<file path="config.mk">
export PLATFORM = sky130hd
export DESIGN_NAME = dot_row_accumulator
export DESIGN_NICKNAME = d
export VERILOG_FILES = /design/src/rtl/dot_row_accumulator.sv
export SDC_FILE = /design/constraint.sdc
export NUM_CORES = 1
export LEC_CHECK = 0
export ABC_AREA = 1
export CORE_ASPECT_RATIO = 1.75
export CORE_MARGIN = 1
export CORE_UTILIZATION = 53
export CTS_BUF_LIST = sky130_fd_sc_hd__clkbuf_8
export DETAILED_ROUTE_END_ITERATION = 10
export HOLD_SLACK_MARGIN = 0.05
export PLACE_DENSITY_LB_ADDON = 0.12
export SYNTH_ARGS = -nofsm -noshare
export SYNTH_HDL_FRONTEND = slang
export SYNTH_SLANG_ARGS = --single-unit
</file>
<file path="constraint.sdc">
create_clock -name clk -period 3.1 [get_ports clk]
set_clock_uncertainty 0.1 [all_clocks]
set_input_delay 0.31 -clock clk [delete_from_list [all_inputs] [get_ports clk]]
set_output_delay 0.31 -clock clk [all_outputs]
set_load 0.1 [all_outputs]
</file>
<file path="src/rtl/dot_row_accumulator.sv">
// dot_row_accumulator
//   Sums NUM_CHUNKS successive signed 16-bit partial dot products together with a
//   per-row bias, then narrows the row total back to 16 bits. The result is held
//   under a valid/ready handshake until the activation stage takes it.
//
//   Optional feature macro: DOT_ACC_SAT_EN
//     defined   : the 16-bit result saturates to 16'h7FFF / 16'h8000 and ovf flags the clamp
//     undefined : the 16-bit result is plain truncation (wraps) and ovf is tied to 0
//
// Ports
//   clk        in   rising-edge clock
//   rst        in   asynchronous active-high reset
//   clear      in   synchronous abort of the current row (priority over in_valid)
//   in_valid   in   partial sum present on in_data
//   in_ready   out  partial sum can be accepted (== ~out_valid)
//   in_data    in   signed 16-bit partial dot product
//   bias       in   signed 16-bit row bias, sampled on the first chunk of a row
//   out_valid  out  row result available
//   out_ready  in   consumer accepts the result
//   out_data   out  signed 16-bit row result
//   ovf        out  result was clamped (qualified by out_valid)
//   busy       out  row in progress or result pending

module dot_row_accumulator #(
    parameter int unsigned NUM_CHUNKS = 8,
    parameter int unsigned ACC_W      = 24
) (
    input  logic        clk,
    input  logic        rst,
    input  logic        clear,
    input  logic        in_valid,
    output logic        in_ready,
    input  logic [15:0] in_data,
    input  logic [15:0] bias,
    output logic        out_valid,
    input  logic        out_ready,
    output logic [15:0] out_data,
    output logic        ovf,
    output logic        busy
);

    localparam int unsigned CNT_W = (NUM_CHUNKS > 1) ? $clog2(NUM_CHUNKS) : 1;
    localparam logic [CNT_W-1:0] LAST_CNT = CNT_W'(NUM_CHUNKS - 1);

    logic [ACC_W-1:0] acc;
    logic [CNT_W-1:0] cnt;

    logic             accept;
    logic             last_chunk;
    logic [ACC_W-1:0] acc_base;
    logic [ACC_W-1:0] acc_next;
    logic [15:0]      narrow_data;
    logic             narrow_ovf;

    assign in_ready   = ~out_valid;
    assign busy       = (cnt != '0) | out_valid;
    assign accept     = in_valid & in_ready & ~clear;
    assign last_chunk = (cnt == LAST_CNT);

    // First chunk of a row starts from the bias instead of the running sum.
    assign acc_base = (cnt == '0) ? {{(ACC_W-16){bias[15]}}, bias} : acc;
    assign acc_next = acc_base + {{(ACC_W-16){in_data[15]}}, in_data};

`ifdef DOT_ACC_SAT_EN
    localparam logic signed [ACC_W-1:0] SAT_MAX = ACC_W'(32767);
    localparam logic signed [ACC_W-1:0] SAT_MIN = ACC_W'(-32768);

    always_comb begin
        narrow_data = acc_next[15:0];
        narrow_ovf  = 1'b0;
        if ($signed(acc_next) > SAT_MAX) begin
            narrow_data = 16'h7FFF;
            narrow_ovf  = 1'b1;
        end else if ($signed(acc_next) < SAT_MIN) begin
            narrow_data = 16'h8000;
            narrow_ovf  = 1'b1;
        end
    end
`else
    // Upper accumulator bits are only needed by the saturation comparators.
    logic unused_acc_hi;
    assign unused_acc_hi = ^acc_next[ACC_W-1:16];

    assign narrow_data = acc_next[15:0];
    assign narrow_ovf  = 1'b0;
`endif

    always_ff @(posedge clk or posedge rst) begin
        if (rst) begin
            acc       <= '0;
            cnt       <= '0;
            out_valid <= 1'b0;
            out_data  <= 16'h0000;
            ovf       <= 1'b0;
        end else if (clear) begin
            acc       <= '0;
            cnt       <= '0;
            out_valid <= 1'b0;
            ovf       <= 1'b0;
        end else begin
            if (out_valid && out_ready) begin
                out_valid <= 1'b0;
            end
            // accept implies !out_valid, so it never collides with the drain above.
            if (accept) begin
                if (last_chunk) begin
                    out_data  <= narrow_data;
                    ovf       <= narrow_ovf;
                    out_valid <= 1'b1;
                    cnt       <= '0;
                    acc       <= '0;
                end else begin
                    acc <= acc_next;
                    cnt <= cnt + CNT_W'(1);
                end
            end
        end
    end

endmodule

</file>
==> results of run 1 <==
worst max path at each step:
stage	start	end	cells past startpoint
floorplan	out_valid	busy	2
global placement	cnt[0]	out_data[12]	17
detailed placement	cnt[0]	out_data[12]	17
CTS	cnt[0]	out_data[12]	17
global route	cnt[0]	acc[11]	15
finish	cnt[0]	out_data[14]	15
synth_stat cells (3+ instances only):
cell and count:
nand3_2 3, a21oi_1 7, buf_4 4, nand3_1 29, ha_1 20, nor2_1 10, dfrtp_1 36, clkbuf_1 3
o22ai_1 4, o21ai_0 18, inv_1 62, nand2_1 166, nor3_1 3
final cells by class:
type / instances / area [µm²]
repair buffers: 61 / 548
inverters: 64 / 244
fillers: 427 / 1430
flip-flops and latches: 36 / 901
well taps: 52 / 65.1
clock inverters: 3 / 16.3
clock buffers: 5 / 68.8
multi-input cells: 281 / 1430
layer usage:
| metal | routed length (µm) | global-route usage |
|---|---|---|
| met3 | 261 | 0.0686 |
| met2 | 3770 | 0.522 |
| met5 | 0 | 0 |
| met1 | 2580 | 0.324 |
| met4 | 405 | 0.192 |
critical path, stage by stage (launching register included):
cell        delay [ns]
dfrtp_1           0.35
inv_1             0.07
ha_1              0.19
nand2_1           0.12
clkinvlp_4        0.16
buf_4             0.19
o21ai_0           0.29
ha_1              0.32
nand2_1           0.12
nor2_1            0.07
nand2_1           0.07
nand3_1           0.15
nand2_1           0.13
nand3_1           0.13
nand3_1           0.13
nand2_1           0.06
kinds of logic after synthesis:
logic type	after synthesis	synth area share
buf+inv	73	0.111
simple gates	224	0.365
flops	36	0.344
fa+ha+maj	21	0.103
other cells	1	0.00143
compound gates	32	0.0654
xor+xnor	3	0.0100
where the power goes:
group	switching, mW	leakage [nW]	internal [mW]
clock	0.172	0.0507	0.154
combinational	0.410	1.35	0.225
sequential	0.0165	0.489	0.506
state kept, by name, summed over array words and instances, names as in the netlist:
name and flops:
cnt 3, out_valid 1, out_data 16, acc 16
through the flow:
stage | setup slack, ns | hold slack (ns) | util | std cells
3_5_place_dp | 0.341 | 0.368 | 0.673 | 492
5_1_grt | 0.0637 | 0.382 | 0.695 | 502
6_report | 0.330 | 0.329 | 0.695 | 502
3_3_place_gp | 0.394 | 0.367 | 0.673 | 492
2_1_floorplan | 0.515 | 0.296 | - | 390
4_1_cts | 0.294 | 0.344 | 0.691 | 500
what timing repair did:
| action | in CTS | in global routing |
|---|---|---|
| hold buffers | 0 | 0 |
| resized for setup | 0 | 1 |
| buffers inserted | 0 | 2 |
| setup endpoints to repair | 0 | 5 |
cell usage in the layout (no fill, tap or decap):
cell type	n
or2_4	2
a21oi_1	7
dfrtp_1	36
nor3_1	3
xnor2_1	2
buf_4	25
nand4_1	2
clkbuf_8	5
o22ai_1	4
inv_1	63
xor2_1	1
clkinv_1	1
nor2_4	1
o31ai_1	1
fa_1	1
nand2_2	2
ha_1	20
o21ai_1	1
nand2_1	166
nor2_1	10
nor2_2	1
nand3b_1	2
inv_2	1
o21ai_0	18
clkinvlp_4	1
clkinv_4	1
clkdlybuf4s50_1	36
or2_1	2
nand3_2	3
conb_1	1
o21ai_2	1
nand3_1	29
nand3b_4	1
==> flow_metrics.py, run 1 <==
metrics = {
    "synthesis": {
        "synth.distinct_cells": 31,
        "netlist_area_mm2": 0.00262,
        "yosys_warnings": 0,
        "synth-seq-area-share": 0.344,
        "ys_ff_latch": 36,
        "synthesis.nets": 448,
        "synth_edf_count": 0,
        "async_flop_share": 1.00,
        "synth_top_area_frac": 0.344,
        "synth-main-ff-cell": "dfrtp_1",
        "synth_area_leaders": "dfrtp_1 34%, nand2_1 24%, ha_1 9.5%",
        "synth_largest_area_cell": "dfrtp_1",
        "avgSynthCellArea_um2": 6.72,
        "synthCells": 390,
    },
    "global_routing": {
        "grt_pass1_wl_um": 11300,
        "grt_usage": 0.307,
        "grt_remaining_overflow": 0,
        "antenna_found_initial": 0,
        "grt_max_degree": 37,
        "first_global_vias": 2469,
    },
    "clock_network": {
        "cts_tree": "done",
        "clkLatencyLatePin_ns": 0.29,
        "clk_pin_slew_worst_paths_ns": 0.07,
        "cts-root-buf": "clkbuf_8",
        "cts_sinks": 36,
        "clk_path_buf_depth": 2,
        "cts_buffers": 5,
        "cts_max_level": 2,
    },
    "layout": {
        "syn2layout_area_growth_pct": 24.8,
        "finalNetCount": 507,
        "n_antenna_cell": 0,
        "drive_gt1_frac": 0.0978,
        "final_cell_area_mm2": 0.00327,
    },
    "sta": {
        "fin_crit_ns": 2.77,
        "fin_crit_sh": 0.894,
        "fin_setup_tns_ns": 0,
        "hold_viol": 0,
        "final_max_slew_viol_count": 0,
        "setup_viol_count_final": 0,
        "max_freq_ghz": 0.361,
        "rsz0062_at_grt": "no",
    },
    "outcome": {
        "status": "finished, final reports clean",
    },
    "placed_design": {
        "gp_congestion": 0.893,
        "io_buffers": 55,
        "dpl-instance-area_mm2": 0.00317,
        "place_hpwl_um": 5440,
    },
    "setup_path": {
        "rr_startpoint": "cnt[0]",
        "cp.required_ns": 3.18,
        "reg2reg_to": "out_data[14]",
        "reg2reg_slack_ns": 0.33,
        "arrival_ns": 2.85,
        "startpoint_type": "register",
        "worst-path-max-fanout": 9,
        "critPathKind": "register to register",
        "end_kind": "register",
        "r2r_cells": 15,
    },
    "floorplanning": {
        "die-area_mm2": 0.00524,
        "core_mm2": 0.00471,
        "rows": 33,
        "initial_core_util": 0.557,
        "dieHeight_um": 95.1,
        "boundaryPins": 57,
        "fp.dieW_um": 55.2,
    },
    "route": {
        "ant_nets": 0,
        "drc": 0,
        "routedWlPerCell_um": 14.0,
        "drt_pass1_iterations": 4,
        "dr_total_vias": 2618,
        "drt_iter0_markers": 87,
        "wirelength_um": 7020,
        "via_per_inst": 5.22,
    },
    "power": {
        "leakage_nw": 1.89,
        "ir_worst_vdd_v": 0.000354,
        "power_mw": 1.48,
        "p_per_area_mw_per_mm2": 453,
    },
    "min_path": {
        "hold_class": "input pin to asynchronous set/reset pin",
    },
    "run": {
        "drv_cap": 0,
    },
}
No activity file was read; power rests on OpenSTA's default activity.
==> run 2, diff against run 1 <==
--- a/config.mk
+++ b/config.mk
@@ -7,7 +7,6 @@
 export LEC_CHECK = 0
 export ABC_AREA = 1
 export CORE_ASPECT_RATIO = 1.75
-export CORE_MARGIN = 1
 export CORE_UTILIZATION = 53
 export CTS_BUF_LIST = sky130_fd_sc_hd__clkbuf_8
 export DETAILED_ROUTE_END_ITERATION = 10
==> results of run 2 <==
The final DEF is identical to that of run 1; final timing and power are the same.
==> run 3, diff against run 2 <==
--- a/config.mk
+++ b/config.mk
@@ -11,6 +11,7 @@
 export CTS_BUF_LIST = sky130_fd_sc_hd__clkbuf_8
 export DETAILED_ROUTE_END_ITERATION = 10
 export HOLD_SLACK_MARGIN = 0.05
+export MAX_ROUTING_LAYER = met4
 export PLACE_DENSITY_LB_ADDON = 0.12
 export SYNTH_ARGS = -nofsm -noshare
 export SYNTH_HDL_FRONTEND = slang
==> run 3 against run 2 <==
  * Final cell count fell by 0.60%
  * Clock power is 3% lower
  * Global-route usage shrank 1.4 points
  * Cell area shrank 0.80%
  * Critical path type unchanged
==> flow_metrics.py, run 3 (synthesis gave the netlist of run 1 again) <==
metrics = {
    "global_routing": {
        "first_global_vias": 2367,
        "grt_usage": 0.293,
        "grt_pass1_wl_um": 10300,
        "grt_max_degree": 37,
        "antenna_found_initial": 0,
        "grt_remaining_overflow": 0,
    },
    "power": {
        "ir_worst_vdd_v": 0.000355,
        "p_per_area_mw_per_mm2": 451,
        "power_mw": 1.47,
        "leakage_nw": 1.88,
    },
    "route": {
        "drt_iter0_markers": 66,
        "via_per_inst": 5.23,
        "drc": 0,
        "ant_nets": 0,
        "wirelength_um": 6930,
        "dr_total_vias": 2611,
        "routedWlPerCell_um": 13.9,
        "drt_pass1_iterations": 4,
    },
    "placed_design": {
        "gp_congestion": 0.942,
        "io_buffers": 55,
        "place_hpwl_um": 5520,
        "dpl-instance-area_mm2": 0.00317,
    },
    "floorplanning": {
        "rows": 33,
        "core_mm2": 0.00471,
        "dieHeight_um": 95.1,
        "boundaryPins": 57,
        "fp.dieW_um": 55.2,
        "initial_core_util": 0.557,
        "die-area_mm2": 0.00524,
    },
    "sta": {
        "holdWs_ns": 0.317,
        "max_freq_ghz": 0.361,
        "hold_viol": 0,
        "rsz0062_at_grt": "no",
        "fin_setup_tns_ns": 0,
        "final_max_slew_viol_count": 0,
        "setup_viol_count_final": 0,
        "fin_crit_ns": 2.77,
        "fin_crit_sh": 0.894,
    },
    "setup_path": {
        "startpoint_type": "register",
        "worstPathCellList": "inv_1 > ha_1 > nand2_1 > inv_1 > nand2_1 > o21ai_0 > ha_1 > inv_1 > fa_1 > inv_1 > nand3_1 > nand3_1 > nand3_1 > nand3_1 > nand2_1 > nand3_1 > nand2_1",
        "arrival_ns": 2.86,
        "critPathKind": "register to register",
        "cpMostUsedCell": "nand3_1",
        "r2r_cells": 17,
        "crit_slowest_cell": "fa_1",
        "cp.required_ns": 3.19,
        "end_kind": "register",
        "max_stage_delay_ns": 0.39,
        "worst-path-max-fanout": 15,
    },
    "layout": {
        "syn2layout_area_growth_pct": 23.8,
        "utilization": 0.690,
        "mostFrequentLayoutCell": "nand2_1",
        "top_regs": "acc: 16 flops, out_data: 16 flops, cnt: 3 flops",
        "finalNetCount": 505,
        "most-common-layout-cells": "166 x nand2_1, 63 x inv_1, 36 x dfrtp_1, 36 x clkdlybuf4s50_1, 29 x nand3_1",
        "n_antenna_cell": 0,
        "drive_gt1_frac": 0.0917,
        "final_cell_area_mm2": 0.00325,
    },
    "clock_network": {
        "post_cts_buffers": 0,
        "cts_max_level": 2,
        "hold_buffers": 0,
        "clk_path_buf_depth": 2,
        "cts_sinks": 36,
        "cts-resized-gates": 0,
        "clkLatencyLatePin_ns": 0.29,
        "cts_tree": "done",
        "clk_pin_slew_worst_paths_ns": 0.07,
        "cts_buffers": 5,
        "cts-root-buf": "clkbuf_8",
    },
    "min_path": {
        "hold_class": "input pin to asynchronous set/reset pin",
    },
    "run": {
        "drv_cap": 0,
    },
    "outcome": {
        "status": "finished, final reports clean",
    },
}
==> run 3: changes by cell type in the layout (fill, tap and decap cells not counted), sizes merged <==
cell / delta
buf: -2
clkinvlp: -1
==> run 3: worst paths after layout <==
check                       startpoint      endpoint  slack [ns]
max                             cnt[0]  out_data[12]        0.33
min                                rst        acc[6]        0.32
max reg2reg                     cnt[0]  out_data[12]        0.33
min reg2reg                out_data[6]   out_data[6]        0.38
max in group asynchronous          rst        cnt[1]        2.26
min in group clk           out_data[6]   out_data[6]        0.38
==> run 3: area by class of cell <==
class | count | area (µm²)
sequential | 36 | 901
multi-input combinational | 281 | 1430
inverter | 64 | 240
tap | 52 | 65.1
clock inverter | 2 | 8.76
timing repair buffer | 59 | 533
clock buffer | 5 | 68.8
fill | 441 | 1460
==> run 3: report_power, final <==
| part | switching [mW] | total (mW) | internal, mW | leakage (nW) |
|---|---|---|---|---|
| clock network | 0.167 | 0.316 | 0.149 | 0.0452 |
| logic | 0.407 | 0.626 | 0.220 | 1.35 |
| registers | 0.0166 | 0.523 | 0.506 | 0.489 |
| total | 0.590 | 1.47 | 0.875 | 1.88 |
==> run 3: stage by stage <==
stage	cells	setup WS [ns]
2_1_floorplan	390	0.515
3_3_place_gp	492	0.392
3_5_place_dp	492	0.349
4_1_cts	499	0.328
5_1_grt	499	0.0607
6_report	499	0.329
==> run 3: per-layer routing <==
metal  GRT usage  vias to the layer above  part of all wire  routed length [µm]
met4       0.148                        0             0.040                 280
li1            -                     1316                 -                   -
met3      0.0478                       21             0.028                 193
met1       0.277                     1208              0.37                2530
met5           -                        -                 0                   0
met2       0.533                       66              0.57                3930
==> run 3: worst max-delay path: cells and delay by family, from the launching register on <==
| kind | cells | cell delay, ns |
|---|---|---|
| buffers and inverters | 4 | 0.53 |
| AOI/OAI and AO/OA | 1 | 0.09 |
| and+or+nand+nor | 9 | 0.80 |
| DFF | 1 | 0.38 |
| adders and majority gates | 3 | 0.75 |
